## src/rtl/fpmac_dot_seq.sv

```systemverilog
// fpmac_dot_seq: sequences a stream of FP16 (in, weight) pairs into an external
// fpmac unit one element at a time. Each fpmac result is fed back as the next
// accumulator operand. The block returns bias + sum(in_i * weight_i) and a
// sticky overflow flag. All values pass through bit-exact.
module fpmac_dot_seq #(
    parameter int MAC_LAT = 2,
    parameter int LEN_W   = 8
) (
    input  logic             CLK,
    input  logic             RST,
    input  logic             start,
    input  logic [LEN_W-1:0] len,
    input  logic [15:0]      bias,
    input  logic             in_valid,
    input  logic [15:0]      in_data,
    input  logic [15:0]      w_data,
    output logic             in_ready,
    output logic [15:0]      mac_in,
    output logic [15:0]      mac_weight,
    output logic [15:0]      mac_acc,
    input  logic [15:0]      mac_out,
    input  logic             mac_overflow,
    output logic             res_valid,
    output logic [15:0]      res_data,
    output logic             res_overflow,
    input  logic             res_ready,
    output logic             busy
);

    typedef enum logic [1:0] {
        IDLE  = 2'd0,
        ISSUE = 2'd1,
        WAIT  = 2'd2,
        DONE  = 2'd3
    } state_t;

    // The wait counter only has to reach MAC_LAT-1; keep at least one bit.
    localparam int             WC_W    = (MAC_LAT > 1) ? $clog2(MAC_LAT) : 1;
    localparam logic [WC_W-1:0] WC_LAST = WC_W'(MAC_LAT - 1);

    state_t           state;
    state_t           state_nxt;
    logic [15:0]      acc_reg;
    logic [LEN_W-1:0] cnt;
    logic             ovf;
    logic [WC_W-1:0]  wcnt;
    logic             wait_done;

    // fpmac result is sampled on the edge that ends its MAC_LAT-th cycle.
    assign wait_done = (wcnt == WC_LAST);

    // State register; reset drops any operation in progress back to IDLE.
    always_ff @(posedge CLK or negedge RST) begin
        if (!RST) begin
            state <= IDLE;
        end else begin
            state <= state_nxt;
        end
    end

    // Next-state logic: one element in flight at a time because of the acc dependency.
    always_comb begin
        state_nxt = state;
        case (state)
            IDLE: begin
                if (start) begin
                    state_nxt = (len == '0) ? DONE : ISSUE;
                end
            end
            ISSUE: begin
                if (in_valid) begin
                    state_nxt = WAIT;
                end
            end
            WAIT: begin
                if (wait_done) begin
                    state_nxt = (cnt == LEN_W'(1)) ? DONE : ISSUE;
                end
            end
            DONE: begin
                if (res_ready) begin
                    state_nxt = IDLE;
                end
            end
            default: state_nxt = IDLE;
        endcase
    end

    // Datapath: accumulator, element counter, sticky overflow and fpmac operand registers.
    always_ff @(posedge CLK or negedge RST) begin
        if (!RST) begin
            acc_reg    <= '0;
            cnt        <= '0;
            ovf        <= 1'b0;
            wcnt       <= '0;
            mac_in     <= '0;
            mac_weight <= '0;
            mac_acc    <= '0;
        end else begin
            case (state)
                IDLE: begin
                    if (start) begin
                        cnt     <= len;
                        acc_reg <= bias;
                        ovf     <= 1'b0;
                    end
                end
                ISSUE: begin
                    if (in_valid) begin
                        mac_in     <= in_data;
                        mac_weight <= w_data;
                        mac_acc    <= acc_reg;
                        wcnt       <= '0;
                    end
                end
                WAIT: begin
                    if (wait_done) begin
                        acc_reg <= mac_out;
                        ovf     <= ovf | mac_overflow;
                        cnt     <= cnt - LEN_W'(1);
                    end else begin
                        wcnt <= wcnt + WC_W'(1);
                    end
                end
                default: begin
                end
            endcase
        end
    end

    // Outputs decoded from state only; result fields are zero outside DONE.
    always_comb begin
        in_ready     = (state == ISSUE);
        busy         = (state != IDLE);
        res_valid    = (state == DONE);
        res_data     = (state == DONE) ? acc_reg : 16'h0000;
        res_overflow = (state == DONE) ? ovf : 1'b0;
    end

endmodule

```

## config.mk

```make
export PLATFORM = sky130hd
export DESIGN_NAME = fpmac_dot_seq
export DESIGN_NICKNAME = d
export VERILOG_FILES = /design/src/rtl/fpmac_dot_seq.sv
export SDC_FILE = /design/constraint.sdc
export NUM_CORES = 1
export LEC_CHECK = 0
export CAP_MARGIN = 20
export CORE_MARGIN = 2
export CORE_UTILIZATION = 46
export DETAILED_ROUTE_END_ITERATION = 8
export PLACE_DENSITY = 0.86
export SLEW_MARGIN = 25
export SYNTH_ARGS = -nofsm -noshare
export SYNTH_HDL_FRONTEND = slang
export SYNTH_SLANG_ARGS = --single-unit
```

## constraint.sdc

```tcl
create_clock -name CLK -period 2.85 [get_ports CLK]
set_clock_uncertainty 0.15 [all_clocks]
set_input_delay 0.4275 -clock CLK [delete_from_list [all_inputs] [get_ports CLK]]
set_output_delay 0.4275 -clock CLK [all_outputs]
set_load 0.01 [all_outputs]
```

==> metrics.md, run 1 <==
| Metric | Value |
|---|---|
| # placed instances | `530` |
| GRT Resource Usage Total | `0.240` |
| Cell Area, Synth | `around 3400 um2` |
| Ys flop type | `dfrtp_1` |
| Area Growth Syn to Fin | `51.9%` |
| Sw Share | `0.359` |
| # DRC | `0` |
| Setup crit end kind | `output pin` |
| Syn Inst Count | `approximately 300` |
| Die height | `roughly 90 um` |
| Final setup viols | `0` |
| Die ar. | `~8100 um2` |
| Net switching power | `~2.1 mW` |
| Worst-margin pin slew | `slightly below 0.7 ns` |
| Fmax | `393 MHz` |
| Cell-internal power | `about 3.7 mW` |
| Startpoint types | `flop` |
| CP Data Required Time | `between 2 and 2.5 ns` |
| Post-Syn Area per Cell | `around 11 um2` |
| Synth async-reset ratio | `1.00` |
| Pins Over Slew Limit | `0` |
| Finished Layout Cells | `547` |
| Clock-pin slew of the registers on the worst-case setup and hold paths | `approximately 0.080 ns` |
| EDFF count, synth | `0` |
| Routability cong. | `~0.81` |
| Floorplan core area | `~7000 um2` |
| Worst-case vdd ir drop | `a little over 0.0006 V` |
| Ant. Diodes | `0` |
| Hold slack | `between 0.3 and 0.4 ns` |
| Fin Setup TNS | `0 ns` |
| Crit share post-route | `0.892` |
| Yosys reg bits | `76` |
| Initial antenna violation count | `0` |
| Max Fanout on Critical Path | `20` |
| Die X | `between 90 and 100 um` |
| Leakage power | `2.23 nW` |
| Overflow after GRT | `0` |
| Min-delay worst type | `flop to flop` |
| Synth area leader | `dfrtp_1` |
| Initial Util | `0.473` |
| Pwr Density | `~1100 nW/um2` |
| Initial DRC count | `118` |
| Largest net degree at the start of global routing | `between 70 and 80` |
| Max-cap violations | `0` |
| Critical path class | `flop to output pin` |
| DRT Pass-1 Iters | `4` |
| CTS tree | `yes` |
| Relative slew slack | `0.547` |
| Comb power frac | `0.504` |
| Root buffer cell | `clkbuf_8` |
| Top-count cell post-synth | `dfrtp_1` |
| Vias post-DR | `between 2,000 and 3,000` |
| Yosys cell types | `36` |
| Worst-Skew Late Latency | `around 0.35 ns` |
| Synth top area cells | `dfrtp_1 (56%), mux2_2 (13%), nand2_1 (4.4%)` |
| Post-CTS resize count | `0` |
| I/O pins | `between 100 and 150` |
| Synth warn | `0` |
| Fillers | `between 500 and 600` |
| WL/cell | `approximately 17 um` |
| Power share of the sequential group | `0.351` |
| NumNets Final | `~520` |
| IO Port Bufs | `about 150` |
| CTS max path bufs | `2` |
| Finished Core Util | `0.718` |
| Clock power share | `0.145` |
| CTS Buf Count | `9` |
| Status | `complete, no violations` |
| Seq/Total Area, Yosys | `0.558` |
| RSZ-0062 raised after global routing | `no` |
| Vias in the first global route | `a little under 3,000` |
| DP Wirelength | `6590 um` |
| Crit path DAT | `slightly below 2 ns` |
| Via density per instance | `~5.2` |
| Final Hold Vio Count | `0` |
| First-pass GRT wire length | `about 15,000 um` |
| Final Power | `5.84 mW` |
| Top cell type's share of synthesized area | `0.558` |
| Num Clock Sinks | `76` |
| Row Count | `31` |
| Final wirelength | `9530 um` |
| Final ANT Viol Nets | `0` |
| Top cells by count, synth | `dfrtp_1 (76), nand2_1 (40), mux2_2 (39), nor2_1 (27), a31oi_1 (19)` |
| FF-to-FF setup slack | `0.77 ns` |
| H-tree levels | `3` |
| Layout cell share with drive strength beyond 1 | `0.174` |
| Crit path time final | `between 2 and 3 ns` |
| Post-synthesis net count | `379` |
critical path, stage by stage (launching register included):
cell and delay, ns:
dfrtp_1 0.57, buf_4 0.31, and3_1 0.20, clkdlybuf4s50_1 0.54
worst paths after layout:
kind	from	endpoint	depth (start not counted)
setup reg to reg	state[0]$_DFFE_PN0P_	cnt[7]$_DFFE_PN0P_	5
hold reg to reg	mac_weight[15]$_DFFE_PN0P_	mac_weight[15]$_DFFE_PN0P_	1
max in group asynchronous	RST	mac_acc[4]$_DFFE_PN0P_	2
hold / removal	mac_weight[15]$_DFFE_PN0P_	mac_weight[15]$_DFFE_PN0P_	1
setup / recovery	state[0]$_DFFE_PN0P_	res_overflow	3
min in group asynchronous	RST	mac_in[14]$_DFFE_PN0P_	2
per-layer routing:
metal	up-vias	track usage	routed length, um
li1	1332	-	-
met1	1383	0.297	3920
met2	116	0.410	4760
met3	18	0.0578	656
met4	0	0.0821	188
met5	-	0	0
stage by stage:
stage	setup WS (ns)	area [um2]
5_1_grt	0.245	5180
3_5_place_dp	0.642	4960
2_1_floorplan	1.26	3410
4_1_cts	0.297	5160
6_report	0.308	5180
3_3_place_gp	0.687	4960
what timing repair did:
action,CTS,global route
hold buffers,0,1
hold endpoints to repair,0,6
setup buffers,0,0
layout by cell type (no fill, tap or decap), drive strengths merged:
cell           count
a211oi             2
a21o               3
a21oi              6
a22oi              1
a31oi             19
and2               1
and2b              1
and3              18
buf                8
bufinv             1
clkbuf            10
clkdlybuf4s50    144
clkinv             2
clkinvlp           2
dfrtp             76
dlygate4sd3        1
ha                 2
inv                4
mux2              48
mux2i              3
nand2             40
nand2b             1
nand3              4
nand4b             1
nand4bb            1
nor2              27
nor2b              2
nor3               2
nor3b              1
nor4               1
o21ai              7
o22a               1
o22ai              4
or2                3
or3                1
kinds of logic (layout without fill, tap and decap cells):
| family | count (synthesis) | count (layout) | synth area share |
|---|---|---|---|
| AND/OR/NAND/NOR | 104 | 104 | 0.144 |
| flip-flops | 76 | 76 | 0.558 |
| multiplexers | 51 | 51 | 0.177 |
| AO/OA/AOI/OAI | 43 | 43 | 0.0771 |
| buffers and inverters | 23 | 172 | 0.0367 |
| adder cells (fa/ha/maj) | 2 | 2 | 0.00734 |
power by group through the flow:
stage	logic, mW	registers, mW	clock network [mW]
global route	3.17	2.12	0.912
detailed placement	2.93	2.05	0
finish	2.94	2.05	0.849
global placement	2.84	2.00	0
floorplan	1.43	2.10	0
CTS	2.97	2.05	0.861
area by class of cell:
cell class	instances	area (um2)	share of cell area
multi-input cells	200	1390	0.269
repair buffers	153	1540	0.297
well taps	99	124	0.0239
flip-flops and latches	76	1900	0.367
inverters	3	11.3	0.00217
clock buffers	10	138	0.0266
clock inverters	6	71.3	0.0138
No activity file was read; power rests on OpenSTA's default activity.
==> run 2: changes to the inputs <==
Settings changed: PLACE_DENSITY 0.86 to 0.95.
==> metrics.md, run 2 (synthesized netlist as in run 1, its figures left out) <==
| Metric | Value |
|---|---|
| Status | `complete, no violations (unchanged)` |
| GRT Resource Usage Total | `0.234 (was 0.240)` |
| CTS max path bufs | `2 (unchanged)` |
| Fmax | `379 MHz (was 393 MHz)` |
| Routability cong. | `0.869 (was 0.810)` |
| # DRC | `0 (unchanged)` |
| Row Count | `31 (unchanged)` |
| Vias in the first global route | `2,972 (was 2,959)` |
| NumNets Final | `523 (unchanged)` |
| Final wirelength | `9010 um (was 9530 um)` |
| Crit share post-route | `0.925 (was 0.892)` |
| Most common cell after layout, fill and taps aside | `clkdlybuf4s50_1 (unchanged)` |
| DP Wirelength | `6590 um (about the same)` |
| Fillers | `531 (was 506)` |
| I/O pins | `146 (unchanged)` |
| Max Fanout on Critical Path | `17 (was 20)` |
| Root buffer cell | `clkbuf_8 (unchanged)` |
| Die X | `90.1 um (unchanged)` |
| Commonest cells after routing, fill and taps aside | `clkdlybuf4s50_1 (144), dfrtp_1 (76), nand2_1 (39), mux2_2 (39), nor2_1 (26) (unchanged)` |
| Final ANT Viol Nets | `0 (unchanged)` |
| Vias post-DR | `2,851 (was 2,849)` |
| Via density per instance | `5.21 (about the same)` |
| Die ar. | `8120 um2 (unchanged)` |
| Post-CTS resize count | `0 (unchanged)` |
| Relative slew slack | `0.558 (was 0.547)` |
| Reg2reg path depth | `5 (unchanged)` |
| Worst-Skew Late Latency | `0.35 ns (about the same)` |
| Pwr Density | `1120 nW/um2 (was 1130 nW/um2)` |
| Storage element area | `1900 um2 (unchanged)` |
| Worst-margin pin slew | `0.663 ns (was 0.680 ns)` |
| Crit path time final | `2.64 ns (was 2.54 ns)` |
| DRT Pass-1 Iters | `4 (unchanged)` |
| Clock-pin slew of the registers on the worst-case setup and hold paths | `0.08 ns (about the same)` |
| RR Endpoint | `cnt[7]$_DFFE_PN0P_ (unchanged)` |
| CTS Buf Count | `9 (unchanged)` |
| Initial Util | `0.473 (unchanged)` |
| Final setup viols | `0 (unchanged)` |
| Pins Over Slew Limit | `0 (unchanged)` |
| Met2 routed WL | `4720 um (was 4760 um)` |
| FF-to-FF setup slack | `0.76 ns (was 0.77 ns)` |
| Worst-case vdd ir drop | `0.000545 V (was 0.000615 V)` |
| Fin Setup TNS | `0 ns (unchanged)` |
| Crit path capture | `res_data[2] (was res_overflow)` |
| Initial antenna violation count | `0 (unchanged)` |
| Critical Path Source | `state[1]$_DFFE_PN0P_ (was state[0]$_DFFE_PN0P_)` |
| CTS tree | `yes (unchanged)` |
| # placed instances | `530 (unchanged)` |
| Largest net degree at the start of global routing | `77 (unchanged)` |
| Max layer used | `met4 (unchanged)` |
| Min-delay worst type | `flop to flop (unchanged)` |
| Area of the multi-input gates | `1390 um2 (unchanged)` |
| Post-CTS setup buffers | `0 (unchanged)` |
| Leakage power | `2.23 nW (about the same)` |
| RSZ-0062 raised after global routing | `no (unchanged)` |
| Layout cell share with drive strength beyond 1 | `0.172 (was 0.174)` |
| Finished Layout Cells | `547 (unchanged)` |
| Setup crit end kind | `output pin (unchanged)` |
| Startpoint types | `flop (unchanged)` |
| Floorplan core area | `7210 um2 (unchanged)` |
| WL met3 | `429 um (was 656 um)` |
| Overflow after GRT | `0 (unchanged)` |
| WL/cell | `16.5 um (was 17.4 um)` |
| Reg2reg start | `state[0]$_DFFE_PN0P_ (unchanged)` |
| First-pass GRT wire length | `15,000 um (was 15,400 um)` |
| Wl on met1 | `3650 um (was 3920 um)` |
| H-tree levels | `3 (unchanged)` |
| Ant. Diodes | `0 (unchanged)` |
| CP Data Required Time | `2.27 ns (about the same)` |
| IO Port Bufs | `145 (unchanged)` |
| Critical path class | `flop to output pin (unchanged)` |
| Initial DRC count | `94 (was 118)` |
| Crit path DAT | `2.06 ns (was 1.96 ns)` |
| Die height | `90.1 um (unchanged)` |
| Num Clock Sinks | `76 (unchanged)` |
| Area Growth Syn to Fin | `51.4% (was 51.9%)` |
| Final Hold Vio Count | `0 (unchanged)` |
| Max-cap violations | `0 (unchanged)` |
-- run 2: cell count changes in the layout (fill, tap and decap cells not counted) --
cell       change
buf_12         -2
clkinv_2       +1
clkbuf_8       -1
clkbuf_1       +1
inv_6          -1
clkinv_4       -1
bufinv_16      +1
buf_4          +2
-- run 2: metal layers --
metal,vias to the layer above,track usage
met5,-,0
met4,0,0.101
met3,19,0.0486
met2,99,0.415
met1,1396,0.275
li1,1337,-
-- run 2: layout make-up --
cell class,count,share of cell area
sequential,76,0.368
timing repair buffer,153,0.294
multi-input combinational,200,0.270
clock buffer,10,0.0247
tap,99,0.0240
clock inverter,6,0.0172
inverter,3,0.00218
-- run 2: through the flow --
stage / hold WS, ns / cell area, um2 / util / power (mW) / worst slack, ns
after floorplan: -0.0181 / 3410 / - / 3.54 / 1.26
after global placement: 0.323 / 4930 / 0.683 / 4.81 / 0.681
after detailed placement: 0.332 / 4930 / 0.683 / 4.96 / 0.589
after CTS: 0.0933 / 5150 / 0.713 / 5.86 / 0.184
after global routing: 0.376 / 5160 / 0.715 / 6.18 / 0.125
final: 0.356 / 5160 / 0.715 / 5.80 / 0.213
-- run 2: how the worst min path moves through the flow --
stage | from | endpoint | slack (ns) | cells past startpoint
finish | ovf$_DFFE_PN0P_ | ovf$_DFFE_PN0P_ | 0.36 | 2
global route | mac_in[13]$_DFFE_PN0P_ | mac_in[13]$_DFFE_PN0P_ | 0.38 | 1
CTS | RST | mac_in[2]$_DFFE_PN0P_ | 0.09 | 1
detailed placement | ovf$_DFFE_PN0P_ | ovf$_DFFE_PN0P_ | 0.33 | 2
global placement | ovf$_DFFE_PN0P_ | ovf$_DFFE_PN0P_ | 0.32 | 2
floorplan | RST | acc_reg[0]$_DFFE_PN0P_ | -0.02 | 0
-- run 2: where the power goes --
| group | internal, mW | switching, mW |
|---|---|---|
| combinational | 1.64 | 1.24 |
| sequential | 1.64 | 0.396 |
| clock | 0.493 | 0.398 |
-- run 2: what timing repair did --
| action | CTS | global route |
|---|---|---|
| hold buffers | 0 | 1 |
| endpoints found under the setup margin | 0 | 0 |
| endpoints found under the hold margin | 0 | 6 |
-- run 2: critical path, cell delays in order (launching register included) --
cell and delay, ns:
dfrtp_1 0.68, buf_4 0.30, and3_1 0.20, clkdlybuf4s50_1 0.54
